File: src/rtl/spi_slave_ctrl_pkg.sv
// ============================================================================
// spi_slave_ctrl_pkg : FSM encoding and frame-geometry helpers for the SPI slave
// Rev 1.0
// ============================================================================
`default_nettype none

package spi_slave_ctrl_pkg;

   typedef enum logic [0:0] {
      ST_IDLE  = 1'b0,
      ST_SHIFT = 1'b1
   } state_t;

   localparam int FRAME8  = 8;
   localparam int FRAME16 = 16;

   function automatic logic [4:0] frame_len(input logic dff);
      return dff ? 5'(FRAME16) : 5'(FRAME8);
   endfunction

   // Word bit position for the idx-th bit on the wire.
   function automatic logic [3:0] bit_pos(input logic [3:0] idx, input logic lsb, input logic dff);
      if (lsb)
         return idx;
      return (dff ? 4'd15 : 4'd7) - idx;
   endfunction

endpackage

`default_nettype wire

File: src/rtl/spi_sync_edge.sv
// ============================================================================
// spi_sync_edge : multi-flop synchronizer with level-change detect on its output
// Rev 1.0
// ============================================================================
`default_nettype none

module spi_sync_edge #(
   parameter int SYNC_STAGES = 2
) (
   input  logic clk,
   input  logic rst_n,
   input  logic i_async,
   input  logic i_reset_val,
   output logic o_sync,
   output logic o_edge
);

   logic [SYNC_STAGES-1:0] r_sync;
   logic                   r_dly;

   always_ff @(posedge clk) begin
      if (!rst_n) begin
         r_sync <= {SYNC_STAGES{i_reset_val}};
         r_dly  <= i_reset_val;
      end else begin
         r_sync <= {r_sync[SYNC_STAGES-2:0], i_async};
         r_dly  <= r_sync[SYNC_STAGES-1];
      end
   end

   assign o_sync = r_sync[SYNC_STAGES-1];
   assign o_edge = o_sync ^ r_dly;

endmodule

`default_nettype wire

File: src/rtl/spi_slave_ctrl.sv
// ============================================================================
// spi_slave_ctrl : SPI responder, 8/16-bit frames, all CPOL/CPHA modes, valid/ready TX/RX
// Rev 1.0
// ============================================================================
`default_nettype none

module spi_slave_ctrl
   import spi_slave_ctrl_pkg::*;
#(
   parameter int SYNC_STAGES = 2
) (
   input  logic        clk,
   input  logic        rst_n,
   input  logic        CPOL,
   input  logic        CPHA,
   input  logic        DFF,
   input  logic        LSBFIRST,
   input  logic [15:0] i_TX_Byte,
   input  logic        i_TX_Vaild,
   output logic        o_TX_Ready,
   output logic        o_RX_Vaild,
   output logic [15:0] o_RX_Byte,
   output logic        o_Busy,
   output logic        o_Underrun,
   output logic        o_Frame_Err,
   input  logic        i_SPI_SCK,
   input  logic        i_SPI_CS,
   input  logic        i_SPI_MOSI,
   output logic        o_SPI_MISO,
   output logic        o_SPI_MISO_OE
);

   state_t                 r_state;
   logic                   r_cpol, r_cpha, r_dff, r_lsb;
   logic [15:0]            r_hold, r_tx_sh, r_rx_sh;
   logic [4:0]             r_cnt;
   logic [SYNC_STAGES-1:0] r_mosi_sync;

   logic w_sck_sync, w_sck_edge, w_cs_sync, w_cs_edge;
   logic w_cs_rise, w_cs_fall, w_sck_rise, w_sck_fall;
   logic w_lead, w_trail, w_sample, w_shift, w_last, w_mosi;
   logic w_cfg_lsb, w_cfg_dff, w_first_bit;
   logic [3:0]  w_pos;
   logic [15:0] w_load_word, w_rx_next;

   spi_sync_edge #(.SYNC_STAGES(SYNC_STAGES)) u_sck_sync (
      .clk         (clk),
      .rst_n       (rst_n),
      .i_async     (i_SPI_SCK),
      .i_reset_val (CPOL),
      .o_sync      (w_sck_sync),
      .o_edge      (w_sck_edge)
   );

   spi_sync_edge #(.SYNC_STAGES(SYNC_STAGES)) u_cs_sync (
      .clk         (clk),
      .rst_n       (rst_n),
      .i_async     (i_SPI_CS),
      .i_reset_val (1'b1),
      .o_sync      (w_cs_sync),
      .o_edge      (w_cs_edge)
   );

   always_ff @(posedge clk) begin
      if (!rst_n)
         r_mosi_sync <= '0;
      else
         r_mosi_sync <= {r_mosi_sync[SYNC_STAGES-2:0], i_SPI_MOSI};
   end

   assign w_mosi     = r_mosi_sync[SYNC_STAGES-1];
   assign w_cs_rise  = w_cs_edge & w_cs_sync;
   assign w_cs_fall  = w_cs_edge & ~w_cs_sync;
   assign w_sck_rise = w_sck_edge & w_sck_sync;
   assign w_sck_fall = w_sck_edge & ~w_sck_sync;
   assign w_lead     = r_cpol ? w_sck_fall : w_sck_rise;
   assign w_trail    = r_cpol ? w_sck_rise : w_sck_fall;
   assign w_sample   = r_cpha ? w_trail : w_lead;
   // In mode CPHA=0 a trailing edge with zero bits sampled follows a completed frame: no shift.
   assign w_shift    = r_cpha ? w_lead : (w_trail & (r_cnt != 5'd0));
   assign w_pos      = bit_pos(r_cnt[3:0], r_lsb, r_dff);
   assign w_last     = w_sample && (r_cnt == frame_len(r_dff) - 5'd1);

   // Frame starts from IDLE use the live config pins; back-to-back starts use the latched copy.
   assign w_cfg_lsb   = (r_state == ST_IDLE) ? LSBFIRST : r_lsb;
   assign w_cfg_dff   = (r_state == ST_IDLE) ? DFF : r_dff;
   assign w_load_word = o_TX_Ready ? 16'h0000 : r_hold;
   assign w_first_bit = w_load_word[bit_pos(4'd0, w_cfg_lsb, w_cfg_dff)];

   always_comb begin
      w_rx_next        = r_rx_sh;
      w_rx_next[w_pos] = w_mosi;
   end

   always_ff @(posedge clk) begin
      if (!rst_n) begin
         r_state       <= ST_IDLE;
         r_cpol        <= 1'b0;
         r_cpha        <= 1'b0;
         r_dff         <= 1'b0;
         r_lsb         <= 1'b0;
         r_hold        <= 16'h0000;
         r_tx_sh       <= 16'h0000;
         r_rx_sh       <= 16'h0000;
         r_cnt         <= 5'd0;
         o_TX_Ready    <= 1'b1;
         o_RX_Vaild    <= 1'b0;
         o_RX_Byte     <= 16'h0000;
         o_Busy        <= 1'b0;
         o_Underrun    <= 1'b0;
         o_Frame_Err   <= 1'b0;
         o_SPI_MISO    <= 1'b0;
         o_SPI_MISO_OE <= 1'b0;
      end else begin
         o_RX_Vaild  <= 1'b0;
         o_Underrun  <= 1'b0;
         o_Frame_Err <= 1'b0;

         if (i_TX_Vaild && o_TX_Ready) begin
            r_hold     <= i_TX_Byte;
            o_TX_Ready <= 1'b0;
         end

         case (r_state)
            ST_IDLE: begin
               if (w_cs_fall) begin
                  r_state       <= ST_SHIFT;
                  r_cpol        <= CPOL;
                  r_cpha        <= CPHA;
                  r_dff         <= DFF;
                  r_lsb         <= LSBFIRST;
                  r_cnt         <= 5'd0;
                  r_rx_sh       <= 16'h0000;
                  r_tx_sh       <= w_load_word;
                  o_Underrun    <= o_TX_Ready;
                  o_TX_Ready    <= 1'b1;
                  o_Busy        <= 1'b1;
                  o_SPI_MISO_OE <= 1'b1;
                  o_SPI_MISO    <= CPHA ? 1'b0 : w_first_bit;
               end
            end

            ST_SHIFT: begin
               if (w_last) begin
                  o_RX_Byte  <= w_rx_next;
                  o_RX_Vaild <= 1'b1;
                  r_cnt      <= 5'd0;
                  r_rx_sh    <= 16'h0000;
                  if (w_cs_sync) begin
                     r_state       <= ST_IDLE;
                     o_Busy        <= 1'b0;
                     o_SPI_MISO_OE <= 1'b0;
                     o_SPI_MISO    <= 1'b0;
                  end else begin
                     r_tx_sh    <= w_load_word;
                     o_Underrun <= o_TX_Ready;
                     o_TX_Ready <= 1'b1;
                     if (!r_cpha)
                        o_SPI_MISO <= w_first_bit;
                  end
               end else if (w_cs_rise) begin
                  r_state       <= ST_IDLE;
                  r_cnt         <= 5'd0;
                  o_Frame_Err   <= (r_cnt != 5'd0) | w_sample;
                  o_Busy        <= 1'b0;
                  o_SPI_MISO_OE <= 1'b0;
                  o_SPI_MISO    <= 1'b0;
               end else if (w_sample) begin
                  r_rx_sh <= w_rx_next;
                  r_cnt   <= r_cnt + 5'd1;
               end else if (w_shift) begin
                  o_SPI_MISO <= r_tx_sh[w_pos];
               end
            end

            default: r_state <= ST_IDLE;
         endcase
      end
   end

endmodule

`default_nettype wire
File: config.mk
export PLATFORM = sky130hd
export DESIGN_NAME = spi_slave_ctrl
export DESIGN_NICKNAME = d
export VERILOG_FILES = /design/src/rtl/spi_slave_ctrl_pkg.sv /design/src/rtl/spi_sync_edge.sv /design/src/rtl/spi_slave_ctrl.sv
export SDC_FILE = /design/constraint.sdc
export NUM_CORES = 1
export LEC_CHECK = 0
export CORE_UTILIZATION = 50
export CTS_BUF_LIST = sky130_fd_sc_hd__clkbuf_16
export CTS_CLUSTER_SIZE = 10
export DETAILED_ROUTE_END_ITERATION = 7
export PLACE_DENSITY = 0.76
export REMOVE_ABC_BUFFERS = 1
export SLEW_MARGIN = 0
export SYNTH_ARGS = -nofsm -noshare
export SYNTH_HDL_FRONTEND = slang
export SYNTH_SLANG_ARGS = --single-unit
export TNS_END_PERCENT = 5
File: constraint.sdc
create_clock -name clk -period 2.2 [get_ports clk]
set_input_delay 0.66 -clock clk [delete_from_list [all_inputs] [get_ports clk]]
set_output_delay 0.66 -clock clk [all_outputs]
set_load 0.05 [all_outputs]
==> flow_metrics.env <==
export IMPL_timing_hold_violations_final=0
export IMPL_grt_overflow_total=0
export IMPL_ys_types=47
export IMPL_crit_chain="clkdlybuf4s50_1"
export IMPL_finClkSkew_ns=0.00634
export IMPL_reg2regPathDepth=8
export IMPL_n_antenna_cell=0
export IMPL_synth_compound_area_share_pct=18.7
export IMPL_hold_path_class="reg2reg"
export IMPL_port_buffers=48
export IMPL_gp_congestion=0.877
export IMPL_synth_most_common_cell="dfxtp_1"
export IMPL_cts_sinks=88
export IMPL_numPlacedInstances=570
export IMPL_synth_mux_area_share_pct=8.61
export IMPL_drv_slew=0
export IMPL_leakagePower_uw=0.00171
export IMPL_die_w_um=90.1
export IMPL_power_uw=3490
export IMPL_worstSkewPairLatency_ns=0.34
export IMPL_layout_nets=510
export IMPL_synth_xor_area_share_pct=2.45
export IMPL_root_buffer="clkbuf_16"
export IMPL_hold_buffers=0
export IMPL_endpoint="o_RX_Byte[6]"
export IMPL_synth_warnings=0
export IMPL_ctsResizeCount=0
export IMPL_cp_max_fo=2
export IMPL_finalSetupTns_ns=0
export IMPL_multiInputGateArea_sq_mm=0.00197
export IMPL_cts_buffers=9
export IMPL_grt_first_pass_wirelength_um=14800
export IMPL_endpoint_kind="output pin"
export IMPL_wl_per_cell_um=14.4
export IMPL_cp_top_family="buffers and inverters"
export IMPL_start_util_pct=52.7
export IMPL_synth_edf_count=0
export IMPL_avgSynthCellArea_sq_um=8.88
export IMPL_instances_no_fill=586
export IMPL_grt_max_degree=36
export IMPL_hpwl_um=5830
export IMPL_crit_required_ns=1.54
export IMPL_worstMarginPinSlew_ns=0.564
export IMPL_final_min_clock_period_ns=2.14
export IMPL_fill_cells=592
export IMPL_clk_pin_slew_ns=0.06
export IMPL_relSlewSlack_pct=62.4
export IMPL_routed_via_density=5.52
export IMPL_critPathSlowestCell="clkdlybuf4s50_1"
export IMPL_synthCells=437
export IMPL_grt_setup_unrepaired="no"
export IMPL_status="completed"
export IMPL_ys_ff_latch=88
export IMPL_drtIter0Drc=189
export IMPL_critical_path_class="reg2out"
export IMPL_cap_violations=0
export IMPL_ant_nets=0
export IMPL_fin_util_pct=64.9
export IMPL_crit_buf_inv=1
export IMPL_synth_simple_area_share_pct=19.9
export IMPL_reg2reg_to="r_tx_sh[10]"
export IMPL_max_stage_delay_ns=0.81
export IMPL_worstSetupStartpoint="o_RX_Byte[6]"
export IMPL_grt_pass1_vias=3066
export IMPL_vias=3234
export IMPL_ir_drop_mv=0.526
export IMPL_synth_adder_area_share_pct=0.645
export IMPL_fp_dieH_um=90.1
export IMPL_num_rows=31
export IMPL_htreeDepth=3
export IMPL_top_layer="met4"
export IMPL_synth_seq_area_share_pct=45.4
export IMPL_fin_crit_sh_pct=97.2
export IMPL_max_freq_mhz=468
export IMPL_yosysTopAreaCellShare_pct=45.4
export IMPL_core_sq_mm=0.00737
export IMPL_synth_commonest_cells="dfxtp_1, nor2_1, nand2_1, mux2i_1, a21oi_1"
export IMPL_wl_met1_um=4100
export IMPL_gr_usage_all_layers_pct=22.1
export IMPL_cts_setup_buffers=0
export IMPL_drc=0
export IMPL_startpoint_type="register"
export IMPL_rrSetupSlack_ns=0.13
export IMPL_antenna_found_initial=0
export IMPL_cp_arrival_ns=1.48
export IMPL_met2_length_um=4010
export IMPL_ys_top_cells_by_area="dfxtp_1, mux2i_1, nor2_1"
export IMPL_first_pass_iters=5
export IMPL_drive_above_1_share_pct=8.62
export IMPL_synth_area_sq_mm=0.00388
export IMPL_wl_met3_um=244
export IMPL_seq_area_sq_mm=0.00176
export IMPL_syn_to_final_growth_pct=23.2
export IMPL_cts_max_path_buffers=2
export IMPL_synth_largest_area_cell="dfxtp_1"
export IMPL_cp_depth=1
export IMPL_synth_ff_type="dfxtp_1"
export IMPL_synth_top_family_by_area="simple AND/OR/NAND/NOR gates"
export IMPL_dieArea_sq_mm=0.00812
export IMPL_reg2reg_from="r_cnt[0]"
export IMPL_synthArstFlopShare_pct=0
export IMPL_hold_ws_ns=0.405
export IMPL_powerDensity_mw_per_mm2=730
export IMPL_cts_tree="yes"
export IMPL_top_level_ports=49
export IMPL_wl_um=8420
export IMPL_setup_violations=0
cells by family after synthesis:
logic type | after synthesis
mux | 32
compound gates | 103
buf+inv | 39
flops | 88
simple gates | 163
xor+xnor | 10
fa+ha+maj | 2
through the flow:
step           instance area, sq um  setup slack, ns
6_report                       4780           0.0623
3_5_place_dp                   4470            0.167
2_1_floorplan                  3740           -0.806
3_3_place_gp                   4470            0.191
4_1_cts                        4760           0.0492
5_1_grt                        4780           0.0188
state kept, by name (all words and copies together) (netlist names):
signal / count
o_SPI_MISO: 1
r_cpol: 1
r_lsb: 1
r_rx_sh: 16
o_SPI_MISO_OE: 1
o_RX_Byte: 16
r_tx_sh: 16
r_dff: 1
r_state: 1
o_Underrun: 1
r_hold: 16
r_mosi_sync: 2
o_TX_Ready: 1
r_cnt: 5
u_cs_sync.r_dly: 1
r_cpha: 1
u_sck_sync.r_dly: 1
u_cs_sync.r_sync: 2
o_RX_Vaild: 1
o_Frame_Err: 1
u_sck_sync.r_sync: 2
where the power goes:
| group | internal (uW) | switching (uW) | leakage (uW) |
|---|---|---|---|
| clock network | 868 | 602 | 0.000140 |
| logic | 155 | 201 | 0.000853 |
| registers | 1630 | 34.4 | 0.000715 |
layer usage:
layer / GRT usage (%) / vias up
li1: - / 1637
met1: 29.2 / 1535
met2: 36.5 / 57
met3: 5.08 / 5
met4: 5.65 / 0
met5: 0 / -
cell usage in the layout (no fill, tap or decap), drive strengths merged, types with 2 or more instances in the layout:
| master | netlist | layout |
|---|---|---|
| nor4b | 2 | 2 |
| nor4 | 2 | 2 |
| a2bb2oi | 16 | 16 |
| dfxtp | 88 | 88 |
| nand2b | 5 | 5 |
| a21oi | 27 | 27 |
| nand3 | 2 | 2 |
| o21ai | 8 | 8 |
| mux2i | 31 | 31 |
| nor3 | 22 | 22 |
| ha | 2 | 2 |
| a31oi | 2 | 2 |
| buf | 6 | 21 |
| o221ai | 3 | 3 |
| xnor2 | 7 | 7 |
| nor2 | 58 | 58 |
| nand2 | 44 | 44 |
| clkdlybuf4s50 | 0 | 45 |
| clkbuf | 26 | 9 |
| and2 | 5 | 5 |
| a22o | 13 | 13 |
| and3b | 6 | 6 |
| clkinvlp | 0 | 3 |
| o22ai | 5 | 5 |
| nor2b | 11 | 11 |
| a211oi | 18 | 18 |
| xor2 | 3 | 3 |
| clkinv | 1 | 2 |
| and3 | 2 | 2 |
| inv | 6 | 8 |
| nor3b | 2 | 2 |
| o31a | 2 | 2 |
| a32oi | 3 | 3 |
worst min-delay path by stage:
stage                              from  depth (start not counted)                  end
floorplan           u_cs_sync.r_sync[0]                          1  u_cs_sync.r_sync[1]
global placement    u_cs_sync.r_sync[0]                          1  u_cs_sync.r_sync[1]
detailed placement  u_cs_sync.r_sync[0]                          1  u_cs_sync.r_sync[1]
CTS                 u_cs_sync.r_sync[0]                          1  u_cs_sync.r_sync[1]
global route        u_cs_sync.r_sync[0]                          1  u_cs_sync.r_sync[1]
finish              u_cs_sync.r_sync[0]                          1  u_cs_sync.r_sync[1]
worst reg2reg max path, stage by stage (launching register included):
cell and delay, ns:
dfxtp_1 0.38, ha_1 0.19, nand2_1 0.07, or3_1 0.46
nor3_4 0.21, o21ba_1 0.22, nor2_1 0.06, buf_4 0.18
a22o_1 0.19
layout make-up:
type / instances / share of cell area (%)
clock buffer: 9 / 4.71
clock inverter: 7 / 1.36
inverter: 7 / 0.549
multi-input combinational: 310 / 41.2
sequential: 88 / 36.8
tap: 99 / 2.59
timing repair buffer: 66 / 12.8
Power figures use the tool's default switching activity.
